**config.mk**
```make
export PLATFORM = sky130hd
export DESIGN_NAME = store_fifo
export DESIGN_NICKNAME = d
export VERILOG_FILES = /design/src/rtl/store_checker_pkg.sv /design/src/rtl/store_checker_fifo.sv
export SDC_FILE = /design/constraint.sdc
export NUM_CORES = 1
export LEC_CHECK = 0
export ABC_AREA = 1
export BUFFER_PORTS_ARGS = -buffer_cell sky130_fd_sc_hd__buf_2
export CAP_MARGIN = 40
export CORE_MARGIN = 2
export CORE_UTILIZATION = 48
export CTS_CLUSTER_DIAMETER = 30
export DETAILED_ROUTE_END_ITERATION = 10
export PLACE_DENSITY = 0.65
export RECOVER_POWER = 25
export SYNTH_ARGS = -nofsm -noshare
export SYNTH_HDL_FRONTEND = slang
export SYNTH_SLANG_ARGS = --single-unit
export TNS_END_PERCENT = 5
```
**constraint.sdc**
```tcl
create_clock -name clk -period 6 [get_ports clk]
set_input_delay 1.2 -clock clk [delete_from_list [all_inputs] [get_ports clk]]
set_output_delay 1.2 -clock clk [all_outputs]
set_load 0.05 [all_outputs]
```
**src/rtl/store_checker_pkg.sv**
```systemverilog
// Shared types and defaults for the MIPS store-port checker.
// State encoding, store record layout and a saturating counter helper.
package store_checker_pkg;

  typedef enum logic [1:0] {
    S_IDLE  = 2'd0,
    S_ARMED = 2'd1,
    S_DONE  = 2'd2
  } state_t;

  localparam int DEF_DEPTH   = 8;
  localparam int DEF_TIMEOUT = 98;

  typedef struct packed {
    logic [31:0] adr;
    logic [31:0] data;
  } store_t;

  function automatic logic [7:0] sat_inc(
    input logic [7:0] v
  );
    return (v == 8'hff) ? v : v + 8'd1;
  endfunction

endpackage

```
**src/rtl/store_checker_fifo.sv**
```systemverilog
// Expected-store queue: DEPTH x 64-bit synchronous FIFO.
// Push and pop never coincide, but both are handled independently anyway.
module store_fifo
  import store_checker_pkg::*;
#(
  parameter int DEPTH = DEF_DEPTH
) (
  input  logic   clk,
  input  logic   reset,
  input  logic   push,
  input  logic   pop,
  input  store_t din,
  output store_t head,
  output logic   full,
  output logic   empty,
  output logic   one_left
);

  localparam int AW = $clog2(DEPTH);
  localparam logic [AW:0] FULL_CNT = (AW+1)'(DEPTH);
  localparam logic [AW:0] ONE_CNT  = (AW+1)'(1);

  store_t         mem [DEPTH];
  logic [AW-1:0]  wr_ptr;
  logic [AW-1:0]  rd_ptr;
  logic [AW:0]    cnt;
  logic           push_ok;
  logic           pop_ok;

  assign full     = (cnt == FULL_CNT);
  assign empty    = (cnt == '0);
  assign one_left = (cnt == ONE_CNT);
  assign push_ok  = push & ~full;
  assign pop_ok   = pop & ~empty;
  assign head     = mem[rd_ptr];

  // storage array, written on accepted pushes only
  always_ff @(posedge clk) begin
    if (push_ok) begin
      mem[wr_ptr] <= din;
    end
  end

  // pointers and occupancy
  always_ff @(posedge clk) begin
    if (reset) begin
      wr_ptr <= '0;
      rd_ptr <= '0;
      cnt    <= '0;
    end else begin
      if (push_ok) begin
        wr_ptr <= wr_ptr + 1'b1;
      end
      if (pop_ok) begin
        rd_ptr <= rd_ptr + 1'b1;
      end
      unique case ({push_ok, pop_ok})
        2'b10:   cnt <= cnt + 1'b1;
        2'b01:   cnt <= cnt - 1'b1;
        default: cnt <= cnt;
      endcase
    end
  end

endmodule

```
; After elaboration in Yosys (flattened, before gate mapping)
; Memories as Yosys holds them, arrays and structs flattened. A register that Yosys moved wholly into a read port is not among the register bits.
; Index checks and enable logic that the tools add are counted.
[totals]
mem_count = 1
register_bits = 10
mem_bits_ro = 0
latch_bits = 0
out_inout_bits = 67
mem_bits_rw = 512
[classes]
reduce_logical = 2
addsub = 4
n_mux = 5
n_lt_le_gt_ge = 0
div = 0
n_eq_ne = 4
mul = 0
n_shift = 0
bitwise = 4
[mem_list]
columns = name, words, width, rd, rd_ports_with_merged_regs, wr, line
row1 = mem, 8, 64, 1, 1, 1, store_checker_fifo.sv:23  ; store_t mem [DEPTH];
[op_table]
columns = cell, count
row1 = 4-bit case mux with 2 select lines, 1
row2 = 3-bit by 1-bit adder with 3-bit output (second input constant), 2
row3 = 3-bit two-way mux, 2
row4 = 4-bit by 1-bit adder with 4-bit output (second input constant), 1
row5 = 4-bit by 1-bit == test with 1-bit output (second input constant), 1
row6 = 4-bit == test (second input constant), 1
row7 = 4-bit logical NOT, 1
row8 = 4-bit by 1-bit subtractor with 4-bit output (second input constant), 1
row9 = 1-bit bitwise AND, 2
row10 = 2-bit by 1-bit == test with 1-bit output (second input constant), 1
row11 = 2-bit == test (second input constant), 1
row12 = 1-bit two-way mux, 2
row13 = 1-bit NOT, 2
row14 = 2-bit nonzero test, 1

; Logic depth before layout (Yosys ltp)
; Gate-level depths: netlist of run 1.
[logic_depth]
ltp_word = 5
mapped_depth = 12

; Worst setup path after synthesis of run 1
; OpenSTA, ideal clock, no wires.
[synth_path]
path_type = in2reg
from = in push
to = mem mem[0][0] in the netlist's numbering (enable)
t_required_ns = 5.514
path_stages = 4
t_arrival_ns = 4.161
n_path_buf = 0
path_slack_ns = 1.353
cell_sequence = nand2_1 > inv_1 > nand2_1 > nor2_1
[synth_via]
elab_chain_len = 3
[synth_lines]
columns = element, line
row1 = "start, declared", store_checker_fifo.sv:10  ; input logic push,
row2 = 1-bit bitwise AND, store_checker_fifo.sv:33  ; assign push_ok = push & ~full;
row3 = 1-bit two-way mux, store_checker_fifo.sv:39  ; if (push_ok) begin
row4 = 1-bit two-way mux (implied by the code), store_checker_fifo.sv:40  ; mem[wr_ptr] <= din;
row5 = "end, declared", store_checker_fifo.sv:23
; Every way passes these cells.

==> results.cfg, run 1 <==
[detailed_routing]
wl_per_cell_um = 18.5
drc = 0
drtIter0Drc = 1180
drt_pass1_iterations = 5
ant_nets = 0
routed_wl_um = 49200
viasPerCell = 5.14
vias = 13600

[grt]
antenna_found_initial = 8
overflow = 0
grt_max_degree = 169
use_met3 = 0.0476
grt_first_pass_wirelength_um = 76600
grtUsageMet2 = 0.356
grt.total_usage = 0.216
met1_usage = 0.282
grt_pass1_vias = 13700
busiest_layer = met2

[critical_path]
path_max_fanout = 115
path_buf_inv = 4
path_delay_family = buffers and inverters
cp.required_ns = 4.80
crit_path_start_kind = flip-flop
critPathArrivalTime_ns = 3.30
end_kind = output pin
crit_slowest_cell = inv_6
criticalPathCategory = flip-flop to output pin
worstPathCellList = buf_16 -> inv_6 -> buf_4 -> o21ai_0 -> nand2_1 -> nand2_1 -> nand2_1 -> buf_2
max_stage_delay_ns = 0.58
crit_top_cell = nand2_1

[floorplan]
ios = 135
die_w_um = 214
die_area_sq_um = 45800
die_height_um = 214
coreArea_sq_um = 43300
row_count = 76
start_util = 0.489

[logic_synthesis]
synth_mux_area_frac = 0
synthTopCellsByArea = edfxtp_1, nor2_1, nand2_1, o21ai_0, dfxtp_1
yosys.area_share.simple = 0.158
synth_xor_area_frac = 0.000827
synth_cells = 1802
yosysSeqAreaShare = 0.739
synth_top_cell_by_area = edfxtp_1
synth_compound_area_frac = 0.0629
ys_ff_latch = 525
netlist_area_sq_um = 21200
synth_top_area_frac = 0.726
synth_fp_nets = 1876
synth_cell_type_count = 22
synth_area_per_cell_sq_um = 11.7
yosysWarningCount = 0
synth_top_family_by_area = simple AND/OR/NAND/NOR gates
synth_fa_ha_area_frac = 0.00355

[layout]
fin_nets = 2051
syn_to_final_growth_pct = 23.6
final_common_cell = nor2_1
final_util = 0.605
fillCellCount = 3356
drive_above_1_share = 0.147
instances_no_fill = 2656
final_cell_mix = nor2_1, edfxtp_1, nand2_1

[clock_tree]
clockRootBuffer = clkbuf_16
cts_resized = 0
clkSlewWorstSetupHoldPaths_ns = 0.05
cts_made_buffers = 105
clock_latency_ns = 0.64
cts_sinks = 525
cts_max_path_buffers = 3
htree_levels = 3
post_cts_buffers = 0
cts_tree = done
postCtsHoldBufs = 0

[timing]
hold_viol = 0
min_period_ns = 4.50
fin_skew_ns = 0.0190
hold_ws_ns = 0.491
fin_crit_sh = 0.750
drv_slew = 0
max_slew_margin = 0.414
clock.fmax_ghz = 0.222
rsz0062_at_grt = false
setup-tns-final_ns = 0
tightestPinTransition_ns = 0.880
finalSetupViolations = 0

[power]
p_sw_frac = 0.323
power_frac_seq = 0.316
p_leak_nw = 9.82
comb_power_share = 0.228
powerDensity_nw_per_um2 = 517
clock_power_share = 0.456
vdd_ir_drop_max_mv = 0.301
switchingPower_mw = 4.37
internal_power_mw = 9.16

[place]
globalplace.congestion = 0.728
dp.cells = 2455
portBuffers = 134
dp_hpwl_um = 25000

[worst_hold_path]
hp-class = flip-flop to flip-flop

[outcome]
outcome = finished clean

[run]
drv_cap = 0
worst paths after layout:
path / from / end / slack (ns) / depth (start not counted)
max: flip-flop / head[8] / 1.50 / 8
min: rd_ptr[2] / flip-flop / 0.49 / 2
max reg2reg: cnt[0] / mem[6][51] / 3.15 / 9
min reg2reg: rd_ptr[2] / flip-flop / 0.49 / 2
cells in the mapped netlist:
library cell	count
buf_4	10
xor2_1	2
clkbuf_1	7
clkbuf_8	7
nor3b_1	1
nand2_1	343
buf_6	20
inv_6	1
clkbuf_4	2
nor2_1	536
ha_1	6
buf_1	1
buf_2	36
edfxtp_1	512
clkbuf_2	15
nand3_1	6
a21oi_1	6
o21ai_0	236
inv_2	1
dfxtp_1	13
o21ai_1	24
inv_1	17
state kept, by name, indices dropped and copies added, names as in the netlist, named ones only:
signal,count
mem,512
wr_ptr,3
rd_ptr,3
cnt,4
power by group through the flow:
| stage | combinational [mW] | clock (mW) | sequential [mW] |
|---|---|---|---|
| 2_1_floorplan | 2.45 | 0 | 4.28 |
| 3_3_place_gp | 2.97 | 0 | 4.39 |
| 3_5_place_dp | 3.09 | 0 | 4.35 |
| 4_1_cts | 3.12 | 6.24 | 4.28 |
| 5_1_grt | 3.40 | 6.45 | 4.29 |
| 6_report | 3.08 | 6.17 | 4.28 |
cells by family after synthesis:
| family | after synthesis |
|---|---|
| AO/OA/AOI/OAI | 266 |
| XOR/XNOR | 2 |
| adder cells (fa/ha/maj) | 6 |
| buffers and inverters | 117 |
| flip-flops | 525 |
| AND/OR/NAND/NOR | 886 |
routing by layer:
metal | share of wire | routed length [um] | vias up
li1 | - | - | 6573
met1 | 0.43 | 21200 | 6575
met2 | 0.49 | 24000 | 396
met3 | 0.059 | 2910 | 90
met4 | 0.022 | 1070 | 10
met5 | 0.0013 | 62 | -
per-stage QoR:
step                      total power, mW  cell area (sq um)  setup slack [ns]
after CTS                            13.6              26200              1.45
final                                13.5              26200              1.50
after detailed placement             7.44              22400              2.13
after global placement               7.35              22200              1.97
after floorplan                      6.73              21200              1.35
after global routing                 14.1              26200              1.24
final cells by class:
class | count | area, sq um | share of cell area
clock inverters | 83 | 1150 | 0.0441
well taps | 585 | 732 | 0.0280
multi-input cells | 1160 | 4820 | 0.184
repair buffers | 166 | 1070 | 0.0409
flip-flops and latches | 525 | 15600 | 0.598
clock buffers | 115 | 2670 | 0.102
diodes | 3 | 7.51 | 0.000287
inverters | 19 | 78.8 | 0.00301
worst reg2reg max path: stages, from the launching register on:
cell and delay, ns:
dfxtp_1 0.38, inv_1 0.10, ha_1 0.25, nand3_1 0.15, nand2_1 0.15, inv_1 0.13
nand2_1 0.23, nor2_4 0.45, buf_12 0.26, buf_4 0.38
Note: power is estimated with default switching activity, not from simulation.
==> run 2, diff against run 1 <==
==> constraint.sdc (replaced) <==
create_clock -name clk -period 4.6 [get_ports clk]
set_input_delay 0.92 -clock clk [delete_from_list [all_inputs] [get_ports clk]]
set_output_delay 0.92 -clock clk [all_outputs]
set_load 0.05 [all_outputs]
==> run 2 against run 1 <==
Net effect: clock-buffer cell count grew 19; utilization down 0.41 points; routed wire length down 1.1%; hold slack better by 0.00083 ns; combinational power rose by 31%; flip-flop and latch count did not move; sequential share of layout area is 0.41 points higher; sequential power is 29% higher; die area is the same; final cell count is essentially flat; register-to-register slack worse by 1.4 ns.
==> results.cfg, run 2 (synthesis results as in run 1) <==
[power]
powerDensity_nw_per_um2 = 664
vdd_ir_drop_max_mv = 0.539
p_leak_nw = 9.74

[timing]
fin_crit_sh = 0.801
max_slew_margin = 0.453
hold_viol = 0
clock.fmax_ghz = 0.271
fin_skew_ns = 0.0202
min_period_ns = 3.68
drv_slew = 0
tightestPinTransition_ns = 0.819
hold_ws_ns = 0.492
worst_slack_ns = 0.916
finalSetupViolations = 0
rsz0062_at_grt = false
setup-tns-final_ns = 0

[clock_tree]
cts_tree = done
htree_levels = 3
postCtsHoldBufs = 0
clockRootBuffer = clkbuf_16
cts_max_path_buffers = 3
cts_sinks = 525
cts_made_buffers = 108
cts_resized = 0
post_cts_buffers = 0
clock_latency_ns = 0.65
clkSlewWorstSetupHoldPaths_ns = 0.04

[floorplan]
row_count = 76
die_height_um = 214
coreArea_sq_um = 43300
start_util = 0.489
die_area_sq_um = 45800
ios = 135
die_w_um = 214

[layout]
largest_reg_flops = 512
final_cell_mix = nor2_1, edfxtp_1, nand2_1
final_common_cell = nor2_1
fillCellCount = 3374
drive_above_1_share = 0.146
top_register = mem
largestRegisters = mem (512), cnt (4)
fin_nets = 2048
syn_to_final_growth_pct = 22.8

[detailed_routing]
routed_wl_um = 48700
ant_nets = 0
drtIter0Drc = 1123
drc = 0
wl_per_cell_um = 18.3
viasPerCell = 5.11
drt_pass1_iterations = 7
vias = 13600

[grt]
grt_pass1_vias = 14000
grt_first_pass_wirelength_um = 76900
overflow = 0
grt_max_degree = 157
grt.total_usage = 0.216
antenna_found_initial = 6

[place]
portBuffers = 134
globalplace.congestion = 0.728
place_ws_ns = 1.54
dp_hpwl_um = 24000

[critical_path]
criticalPathCategory = flip-flop to output pin
critPathArrivalTime_ns = 2.76
end_kind = output pin
crit_path_start_kind = flip-flop
path_max_fanout = 53
cp.required_ns = 3.68

[run]
drv_cap = 0

[worst_hold_path]
hp-class = flip-flop to flip-flop

[outcome]
outcome = finished clean
run 2: changes by cell type in the layout (fill, tap and decap cells not counted), sizes merged:
cell / delta
clkinvlp: +4
bufinv: -12
buf: -4
clkinv: -5
clkbuf: +17
inv: +1
run 2: path summary, 6_finish.rpt:
path / start / endpoint / slack, ns / cells past startpoint
worst max register to register: cnt[0] / mem[0][63] / 1.78 / 8
worst max-delay path: flip-flop / head[4] / 0.92 / 9
worst min-delay path: rd_ptr[1] / flip-flop / 0.49 / 2
worst min register to register: rd_ptr[1] / flip-flop / 0.49 / 2
run 2: layout make-up:
class | count | area (sq um) | share of cell area
Multi-Input combinational cell | 1160 | 4820 | 0.185
Tap cell | 585 | 732 | 0.0282
Clock inverter | 71 | 759 | 0.0292
Sequential cell | 525 | 15600 | 0.602
Antenna cell | 3 | 7.51 | 0.000289
Timing Repair Buffer | 160 | 1010 | 0.0387
Inverter | 19 | 78.8 | 0.00303
Clock buffer | 134 | 2950 | 0.113
run 2: per-layer routing:
layer	wire length, um	track usage	vias up	part of all wire
met2	23600	0.357	372	0.49
met1	21000	0.277	6539	0.43
met3	2960	0.0545	99	0.061
li1	-	-	6555	-
met5	41	0	-	0.00084
met4	1080	0.0804	6	0.022
run 2: through the flow:
| stage | total power, mW | std cells | cell area (sq um) | util |
|---|---|---|---|---|
| 3_5_place_dp | 9.67 | 2449 | 22300 | 0.516 |
| 4_1_cts | 17.4 | 2654 | 26000 | 0.602 |
| 5_1_grt | 18.1 | 2656 | 26000 | 0.601 |
| 6_report | 17.3 | 2657 | 26000 | 0.601 |
| 3_3_place_gp | 9.60 | 2446 | 22300 | 0.515 |
| 2_1_floorplan | 8.78 | 1802 | 21200 | - |
run 2: worst max-delay path, stage by stage (launching register included):
cell     delay, ns
dfxtp_4       0.47
buf_4         0.44
buf_12        0.30
nor2_1        0.09
nor2_1        0.12
o21ai_0       0.12
nand2_1       0.11
nand2_1       0.05
nand2_1       0.12
buf_2         0.27
run 2: power breakdown:
| part | leakage (nW) | internal [mW] | switching, mW |
|---|---|---|---|
| combinational | 3.19 | 0.968 | 3.09 |
| sequential | 4.76 | 5.45 | 0.0671 |
| clock | 1.79 | 5.20 | 2.50 |
